File: config.mk
export PLATFORM = sky130hd
export DESIGN_NAME = trap_sequencer_flat
export DESIGN_NICKNAME = d
export VERILOG_FILES = /design/src/rtl/trap_sequencer_if.sv /design/src/rtl/trap_sequencer.sv /design/src/flat_wrapper.sv
export SDC_FILE = /design/constraint.sdc
export NUM_CORES = 1
export LEC_CHECK = 0
export CORE_AREA = 2 2 79 81
export DETAILED_ROUTE_END_ITERATION = 16
export DIE_AREA = 0 0 81 83
export GPL_TIMING_DRIVEN = 1
export PLACE_DENSITY_LB_ADDON = 0.08
export SLEW_MARGIN = 40
export SYNTH_ARGS = -nofsm -noshare
export SYNTH_HDL_FRONTEND = slang
export SYNTH_SLANG_ARGS = --single-unit
export TNS_END_PERCENT = 50
File: constraint.sdc
create_clock -name clk -period 2.45 [get_ports clk]
set_input_delay 0.49 -clock clk [delete_from_list [all_inputs] [get_ports clk]]
set_output_delay 0.49 -clock clk [all_outputs]
set_load 0.02 [all_outputs]
File: src/rtl/trap_sequencer_if.sv
// Pipeline/CSR-side bundle of the machine-mode trap sequencer.
// master: pipeline + CSR array (drives decode/CSR state, consumes strobes)
// slave : trap_sequencer
interface trap_sequencer_if;
  logic        irq_ext;
  logic        irq_soft;
  logic        irq_timer;
  logic        csr_meie;
  logic        csr_msie;
  logic        csr_mtie;
  logic        csr_mstatus_mie;
  logic [29:0] csr_mtvec_ex;
  logic [29:0] csr_mepc_ex;
  logic        cpu_stat_ex;
  logic        illegal_ops_ex;
  logic        cmd_ecall_ex;
  logic        cmd_mret_ex;
  logic [29:0] pc_ex;
  logic        safe_pt;
  logic [29:0] pc_resume;
  logic        stall_req;
  logic        g_interrupt;
  logic        g_exception;
  logic [1:0]  g_interrupt_priv;
  logic [29:0] pc_excep;
  logic [3:0]  irq_cause;
  logic        redirect_valid;
  logic [29:0] redirect_pc;

  modport master (
    output irq_ext, irq_soft, irq_timer, csr_meie, csr_msie, csr_mtie,
           csr_mstatus_mie, csr_mtvec_ex, csr_mepc_ex, cpu_stat_ex,
           illegal_ops_ex, cmd_ecall_ex, cmd_mret_ex, pc_ex, safe_pt, pc_resume,
    input  stall_req, g_interrupt, g_exception, g_interrupt_priv, pc_excep,
           irq_cause, redirect_valid, redirect_pc
  );

  modport slave (
    input  irq_ext, irq_soft, irq_timer, csr_meie, csr_msie, csr_mtie,
           csr_mstatus_mie, csr_mtvec_ex, csr_mepc_ex, cpu_stat_ex,
           illegal_ops_ex, cmd_ecall_ex, cmd_mret_ex, pc_ex, safe_pt, pc_resume,
    output stall_req, g_interrupt, g_exception, g_interrupt_priv, pc_excep,
           irq_cause, redirect_valid, redirect_pc
  );
endinterface

File: src/rtl/trap_sequencer.sv
// Machine-mode trap entry/return sequencer.
// Interrupts: 2-flop sync -> IDLE take -> DRAIN (until safe_pt) -> ENTER
// (g_interrupt strobe) -> VECTOR (redirect). Exceptions/mret jump straight to
// VECTOR from IDLE or DRAIN. Optional macro TRAP_VECTORED_EN: interrupts
// redirect to mtvec + cause (word offset); exceptions always go to mtvec.
module trap_sequencer #(
  parameter int HOLDOFF_CYC = 2
) (
  input  logic             clk,
  input  logic             rst_n,
  trap_sequencer_if.slave  bus
);
  // Wide enough to hold HOLDOFF_CYC, never zero-width.
  localparam int HW = $clog2(HOLDOFF_CYC + 2);

  typedef enum logic [1:0] {IDLE, DRAIN, ENTER, VECTOR} state_t;
  typedef enum logic [1:0] {K_INT, K_EXC, K_MRET} kind_t;

  state_t        state_q, state_d;
  kind_t         kind_q, kind_d;
  logic [3:0]    cause_q, cause_d;
  logic [2:0]    sync1_q, sync2_q;
  logic [HW-1:0] hold_q;
  logic [2:0]    pend;
  logic          take;
  logic          sync_ok;
  logic [3:0]    cause_sel;
  logic [29:0]   target;

  assign pend    = sync2_q & {bus.csr_meie, bus.csr_msie, bus.csr_mtie};
  assign take    = (|pend) && bus.csr_mstatus_mie && (hold_q == '0);
  assign sync_ok = bus.cpu_stat_ex && (state_q == IDLE || state_q == DRAIN);
  // ext > soft > timer
  assign cause_sel = pend[2] ? 4'd11 : (pend[1] ? 4'd3 : 4'd7);

  // Redirect target is resolved in VECTOR from the latched trap kind.
  always_comb begin
    target = bus.csr_mtvec_ex;
    if (kind_q == K_MRET)
      target = bus.csr_mepc_ex;
`ifdef TRAP_VECTORED_EN
    else if (kind_q == K_INT)
      target = bus.csr_mtvec_ex + {26'd0, cause_q};
`endif
  end

  // Irq synchronizers (ext, soft, timer).
  always_ff @(posedge clk or negedge rst_n) begin
    if (!rst_n) begin
      sync1_q <= '0;
      sync2_q <= '0;
    end else begin
      sync1_q <= {bus.irq_ext, bus.irq_soft, bus.irq_timer};
      sync2_q <= sync1_q;
    end
  end

  // Holdoff after every redirect so the mstatus.MIE update lands first.
  always_ff @(posedge clk or negedge rst_n) begin
    if (!rst_n)                 hold_q <= '0;
    else if (state_q == VECTOR) hold_q <= HW'(HOLDOFF_CYC);
    else if (hold_q != '0)      hold_q <= hold_q - HW'(1);
  end

  // State, latched cause and trap kind.
  always_ff @(posedge clk or negedge rst_n) begin
    if (!rst_n) begin
      state_q <= IDLE;
      kind_q  <= K_INT;
      cause_q <= '0;
    end else begin
      state_q <= state_d;
      kind_q  <= kind_d;
      cause_q <= cause_d;
    end
  end

  // Next state and Moore/Mealy outputs; sync events beat interrupts.
  always_comb begin
    state_d              = state_q;
    kind_d               = kind_q;
    cause_d              = cause_q;
    bus.stall_req        = 1'b0;
    bus.g_interrupt      = 1'b0;
    bus.g_exception      = 1'b0;
    bus.g_interrupt_priv = 2'b00;
    bus.pc_excep         = '0;
    bus.irq_cause        = '0;
    bus.redirect_valid   = 1'b0;
    bus.redirect_pc      = '0;
    case (state_q)
      IDLE, DRAIN: begin
        bus.stall_req = (state_q == DRAIN);
        if (sync_ok && bus.illegal_ops_ex) begin
          bus.g_exception = 1'b1;
          bus.pc_excep    = bus.pc_ex;
          kind_d          = K_EXC;
          state_d         = VECTOR;
        end else if (sync_ok && bus.cmd_ecall_ex) begin
          // CSR array strobes ecall itself; only supply the PC.
          bus.pc_excep = bus.pc_ex;
          kind_d       = K_EXC;
          state_d      = VECTOR;
        end else if (sync_ok && bus.cmd_mret_ex) begin
          kind_d  = K_MRET;
          state_d = VECTOR;
        end else if (state_q == IDLE && take) begin
          cause_d = cause_sel;
          kind_d  = K_INT;
          state_d = DRAIN;
        end else if (state_q == DRAIN && bus.safe_pt) begin
          state_d = ENTER;
        end
      end
      ENTER: begin
        bus.stall_req        = 1'b1;
        bus.g_interrupt      = 1'b1;
        bus.g_interrupt_priv = 2'b11;
        bus.pc_excep         = bus.pc_resume;
        bus.irq_cause        = cause_q;
        state_d              = VECTOR;
      end
      VECTOR: begin
        bus.stall_req      = 1'b1;
        bus.redirect_valid = 1'b1;
        bus.redirect_pc    = target;
        state_d            = IDLE;
      end
      default: state_d = IDLE;
    endcase
  end
endmodule

File: src/flat_wrapper.sv
// flat-port wrapper written by rule: the top's interface ports become plain ports
module trap_sequencer_flat 
#(
  parameter int HOLDOFF_CYC = 2
)
  (clk, rst_n, bus_irq_ext, bus_irq_soft, bus_irq_timer, bus_csr_meie, bus_csr_msie, bus_csr_mtie, bus_csr_mstatus_mie, bus_csr_mtvec_ex, bus_csr_mepc_ex, bus_cpu_stat_ex, bus_illegal_ops_ex, bus_cmd_ecall_ex, bus_cmd_mret_ex, bus_pc_ex, bus_safe_pt, bus_pc_resume, bus_stall_req, bus_g_interrupt, bus_g_exception, bus_g_interrupt_priv, bus_pc_excep, bus_irq_cause, bus_redirect_valid, bus_redirect_pc);
  trap_sequencer_if bus_i ();
  input  logic clk;
  input  logic rst_n;
  input wire logic [$bits(bus_i.irq_ext)-1:0] bus_irq_ext;
  input wire logic [$bits(bus_i.irq_soft)-1:0] bus_irq_soft;
  input wire logic [$bits(bus_i.irq_timer)-1:0] bus_irq_timer;
  input wire logic [$bits(bus_i.csr_meie)-1:0] bus_csr_meie;
  input wire logic [$bits(bus_i.csr_msie)-1:0] bus_csr_msie;
  input wire logic [$bits(bus_i.csr_mtie)-1:0] bus_csr_mtie;
  input wire logic [$bits(bus_i.csr_mstatus_mie)-1:0] bus_csr_mstatus_mie;
  input wire logic [$bits(bus_i.csr_mtvec_ex)-1:0] bus_csr_mtvec_ex;
  input wire logic [$bits(bus_i.csr_mepc_ex)-1:0] bus_csr_mepc_ex;
  input wire logic [$bits(bus_i.cpu_stat_ex)-1:0] bus_cpu_stat_ex;
  input wire logic [$bits(bus_i.illegal_ops_ex)-1:0] bus_illegal_ops_ex;
  input wire logic [$bits(bus_i.cmd_ecall_ex)-1:0] bus_cmd_ecall_ex;
  input wire logic [$bits(bus_i.cmd_mret_ex)-1:0] bus_cmd_mret_ex;
  input wire logic [$bits(bus_i.pc_ex)-1:0] bus_pc_ex;
  input wire logic [$bits(bus_i.safe_pt)-1:0] bus_safe_pt;
  input wire logic [$bits(bus_i.pc_resume)-1:0] bus_pc_resume;
  output wire logic [$bits(bus_i.stall_req)-1:0] bus_stall_req;
  output wire logic [$bits(bus_i.g_interrupt)-1:0] bus_g_interrupt;
  output wire logic [$bits(bus_i.g_exception)-1:0] bus_g_exception;
  output wire logic [$bits(bus_i.g_interrupt_priv)-1:0] bus_g_interrupt_priv;
  output wire logic [$bits(bus_i.pc_excep)-1:0] bus_pc_excep;
  output wire logic [$bits(bus_i.irq_cause)-1:0] bus_irq_cause;
  output wire logic [$bits(bus_i.redirect_valid)-1:0] bus_redirect_valid;
  output wire logic [$bits(bus_i.redirect_pc)-1:0] bus_redirect_pc;
  assign bus_i.irq_ext = bus_irq_ext;
  assign bus_i.irq_soft = bus_irq_soft;
  assign bus_i.irq_timer = bus_irq_timer;
  assign bus_i.csr_meie = bus_csr_meie;
  assign bus_i.csr_msie = bus_csr_msie;
  assign bus_i.csr_mtie = bus_csr_mtie;
  assign bus_i.csr_mstatus_mie = bus_csr_mstatus_mie;
  assign bus_i.csr_mtvec_ex = bus_csr_mtvec_ex;
  assign bus_i.csr_mepc_ex = bus_csr_mepc_ex;
  assign bus_i.cpu_stat_ex = bus_cpu_stat_ex;
  assign bus_i.illegal_ops_ex = bus_illegal_ops_ex;
  assign bus_i.cmd_ecall_ex = bus_cmd_ecall_ex;
  assign bus_i.cmd_mret_ex = bus_cmd_mret_ex;
  assign bus_i.pc_ex = bus_pc_ex;
  assign bus_i.safe_pt = bus_safe_pt;
  assign bus_i.pc_resume = bus_pc_resume;
  assign bus_stall_req = bus_i.stall_req;
  assign bus_g_interrupt = bus_i.g_interrupt;
  assign bus_g_exception = bus_i.g_exception;
  assign bus_g_interrupt_priv = bus_i.g_interrupt_priv;
  assign bus_pc_excep = bus_i.pc_excep;
  assign bus_irq_cause = bus_i.irq_cause;
  assign bus_redirect_valid = bus_i.redirect_valid;
  assign bus_redirect_pc = bus_i.redirect_pc;
  trap_sequencer #(.HOLDOFF_CYC(HOLDOFF_CYC)) u_core (.clk(clk), .rst_n(rst_n), .bus(bus_i));
endmodule
==> impl_metrics.ini <==
[power_and_ir_drop]
p_leak_nw = 1.74
seq_power_share_pct = 13.4
p_clk_share_pct = 6.8
p_sw_mw = 1.37
power_mw = 2.91
p_per_area_mw_per_mm2 = 826
p_comb_share_pct = 79.7
p_int_mw = 1.54
p_sw_share_pct = 47.2
max-vdd-ir-drop_v = 0.000390

[finish]
layoutNonFillerInstCount = 470
drive_gt1_share_pct = 13.2
area_growth_pct = 153
antenna_cells = 0
finalNetCount = 531
fill_cells = 538
stdcell_area_sq_mm = 0.00352
utilization_pct = 60.5
final_cell_mix = 158 x clkdlybuf4s50_1, 63 x nand2_1, 33 x a21oi_1, 31 x a22o_1, 28 x clkbuf_2
layout_commonest_cell = clkdlybuf4s50_1

[die]
coreArea_sq_mm = 0.00582
die_y_um = 83
io_pins = 204
row_count = 28
initial_core_util_pct = 23.9
die-area_sq_mm = 0.00672
fp.dieW_um = 81

[clocking]
htreeDepth = 1
path_clk_slew_ns = 0.06
cts_buffers = 3
clock_sinks = 15
cts_setup_buffers = 0
clock_latency_ns = 0.25
cts_tree = done
clockBufferDepth = 2
clock-root-buffer = clkbuf_8

[setup_path]
endpoint_kind = primary output
cp-endpoint = bus_pc_excep[20]
timing.critical_path.buf_inv = 3
cp_top_family = buffers and inverters
slowest_delay_ns = 0.48
r2r_end = u_core.cause_q[3]$_DFFE_PN0P_
ff2ff_path_depth = 5
reg2reg_from = u_core.hold_q[0]$_DFFE_PN0P_
cp.depth = 6
crit_required_ns = 1.96
critPathLaunch = bus_illegal_ops_ex
crit_arrival_ns = 1.89
cp-start-kind = primary input
crit_chain = clkdlybuf4s50_1 -> nor2_1 -> nor3b_4 -> buf_12 -> a22o_1 -> clkdlybuf4s15_2
cp_max_fo = 31
cp_slowest_cell = clkdlybuf4s50_1
reg2reg_slack_ns = 0.76
critical_path_class = in2out

[yosys]
ys_types = 31
netlist_area_sq_mm = 0.00139
syn_inst = 196
netlist.top_cell.by_area = dfrtp_1
synth_area_leaders = dfrtp_1 27%, a22o_1 20%, nand2_1 17%
yosys_warnings = 0
synth_nets = 331
ys_seq_area_share_pct = 27.0
yosysTopAreaCellShare_pct = 27.0
syn_avg_cell_area_sq_um = 7.09
synth-seq-cells = 15

[sta]
rsz0062_at_grt = no
final_hold_viol_count = 0
fin_crit_sh_pct = 97.3
max-slew-margin-rel_pct = 54.5
clock_skew_ns = 0.00178
min_period_ns = 2.38
tightest_slew_ns = 0.680
slew_viol_final = 0
setup_viol = 0
fmax_mhz = 420

[placed_design]
dp_hpwl_um = 5630
place_area_sq_mm = 0.00358
dp.cells = 466
gp_congestion = 0.761
portBuffers = 203

[detailed_routing]
routed_wl_um = 6940
wl_per_cell_um = 14.8
drt-initial-drc-count = 45
detail_route.first_pass.iterations = 4
vias_per_cell = 4.64
vias = 2181
antenna_left = 0
route.detailed.drc = 0

[global_route]
grt_start_max_net_pins = 38
grt_pass1_vias = 2189
grt_pass1_wl_um = 10500
grt.total_usage_pct = 19.8
antenna_found_initial = 0
overflow = 0

[run_status]
outcome = finished, final reports clean

[flow_run]
maxCapViolCount = 0

[hold_path]
hold_path_class = reg2reg
-- metal layers --
metal / track usage (%) / wire length (um) / up-vias
met1: 19.5 / 2280 / 966
met2: 39.0 / 3750 / 126
met5: 0 / 0 / -
met3: 6.63 / 837 / 6
li1: - / - / 1083
met4: 3.54 / 72 / 0
-- repair_timing --
item                                   in CTS  in global routing
hold buffers                                0                  0
setup endpoints to repair                  30                 59
gates resized for setup                    48                 60
endpoints found under the hold margin       0                  0
-- final cells by class --
type | instances | area, sq um | area share, %
multi-input combinational | 156 | 918 | 26.1
clock buffer | 4 | 45.0 | 1.28
sequential | 15 | 377 | 10.7
timing repair buffer | 215 | 2070 | 58.7
inverter | 5 | 18.8 | 0.533
tap | 75 | 93.8 | 2.67
-- Yosys cell counts (all sizes together) --
library cell and instances:
xor2 1, a222oi 1, and2 3, nor3 1, a22o 31, or2 1
nand2b 2, nor2b 2, a21oi 33, inv 5, nor3b 1, nor2 3
or4 1, o21ai 2, o221ai 1, ha 1, o31a 1, a32o 1
o211ai 1, or2b 1, clkbuf 12, nand4bb 1, mux2 1, nand2 63
a2bb2oi 1, and3b 1, nand3b 1, dfrtp 15, buf 8
-- kinds of logic (layout without fill, tap and decap cells) --
family	Yosys count	after routing	share of synthesized area, %
simple gates	81	81	26.9
compound gates	72	72	36.0
buf+inv	25	224	7.74
flops	15	15	27.0
fa+ha+maj	1	1	0.900
xor+xnor	1	1	0.630
mux	1	1	0.810
-- power by group through the flow --
stage	Sequential (mW)	Clock (mW)	Combinational, mW
6_report	0.390	0.199	2.32
5_1_grt	0.402	0.224	2.50
4_1_cts	0.390	0.204	2.43
3_5_place_dp	0.394	0	2.52
3_3_place_gp	0.393	0	2.52
2_1_floorplan	0.364	0	1.32
-- worst min-delay path by stage --
stage                                start                       endpoint  slack, ns  cells past startpoint
3_3_place_gp   u_core.sync1_q[2]$_DFF_PN0_    u_core.sync2_q[2]$_DFF_PN0_       0.33                      0
4_1_cts        u_core.sync1_q[1]$_DFF_PN0_    u_core.sync2_q[1]$_DFF_PN0_       0.35                      0
3_5_place_dp   u_core.sync1_q[1]$_DFF_PN0_    u_core.sync2_q[1]$_DFF_PN0_       0.34                      0
5_1_grt        u_core.sync1_q[1]$_DFF_PN0_    u_core.sync2_q[1]$_DFF_PN0_       0.36                      0
6_report       u_core.sync1_q[1]$_DFF_PN0_    u_core.sync2_q[1]$_DFF_PN0_       0.35                      0
2_1_floorplan                        rst_n  u_core.cause_q[1]$_DFFE_PN0P_       0.19                      0
-- flip-flops by register name, indices dropped and copies added, names as in the netlist --
| signal | count |
|---|---|
| u_core.cause_q | 3 |
| u_core.hold_q | 2 |
| u_core.kind_q | 2 |
| u_core.state_q | 2 |
| u_core.sync1_q | 3 |
| u_core.sync2_q | 3 |
-- stage by stage --
step           setup slack, ns  setup TNS, ns  hold WS [ns]
6_report                0.0671              0         0.350
5_1_grt                0.00104              0         0.359
4_1_cts              0.0000313              0         0.350
3_5_place_dp            -0.326          -8.12         0.337
3_3_place_gp            -0.324          -8.27         0.332
2_1_floorplan            0.286              0         0.194
Power figures use the tool's default switching activity.
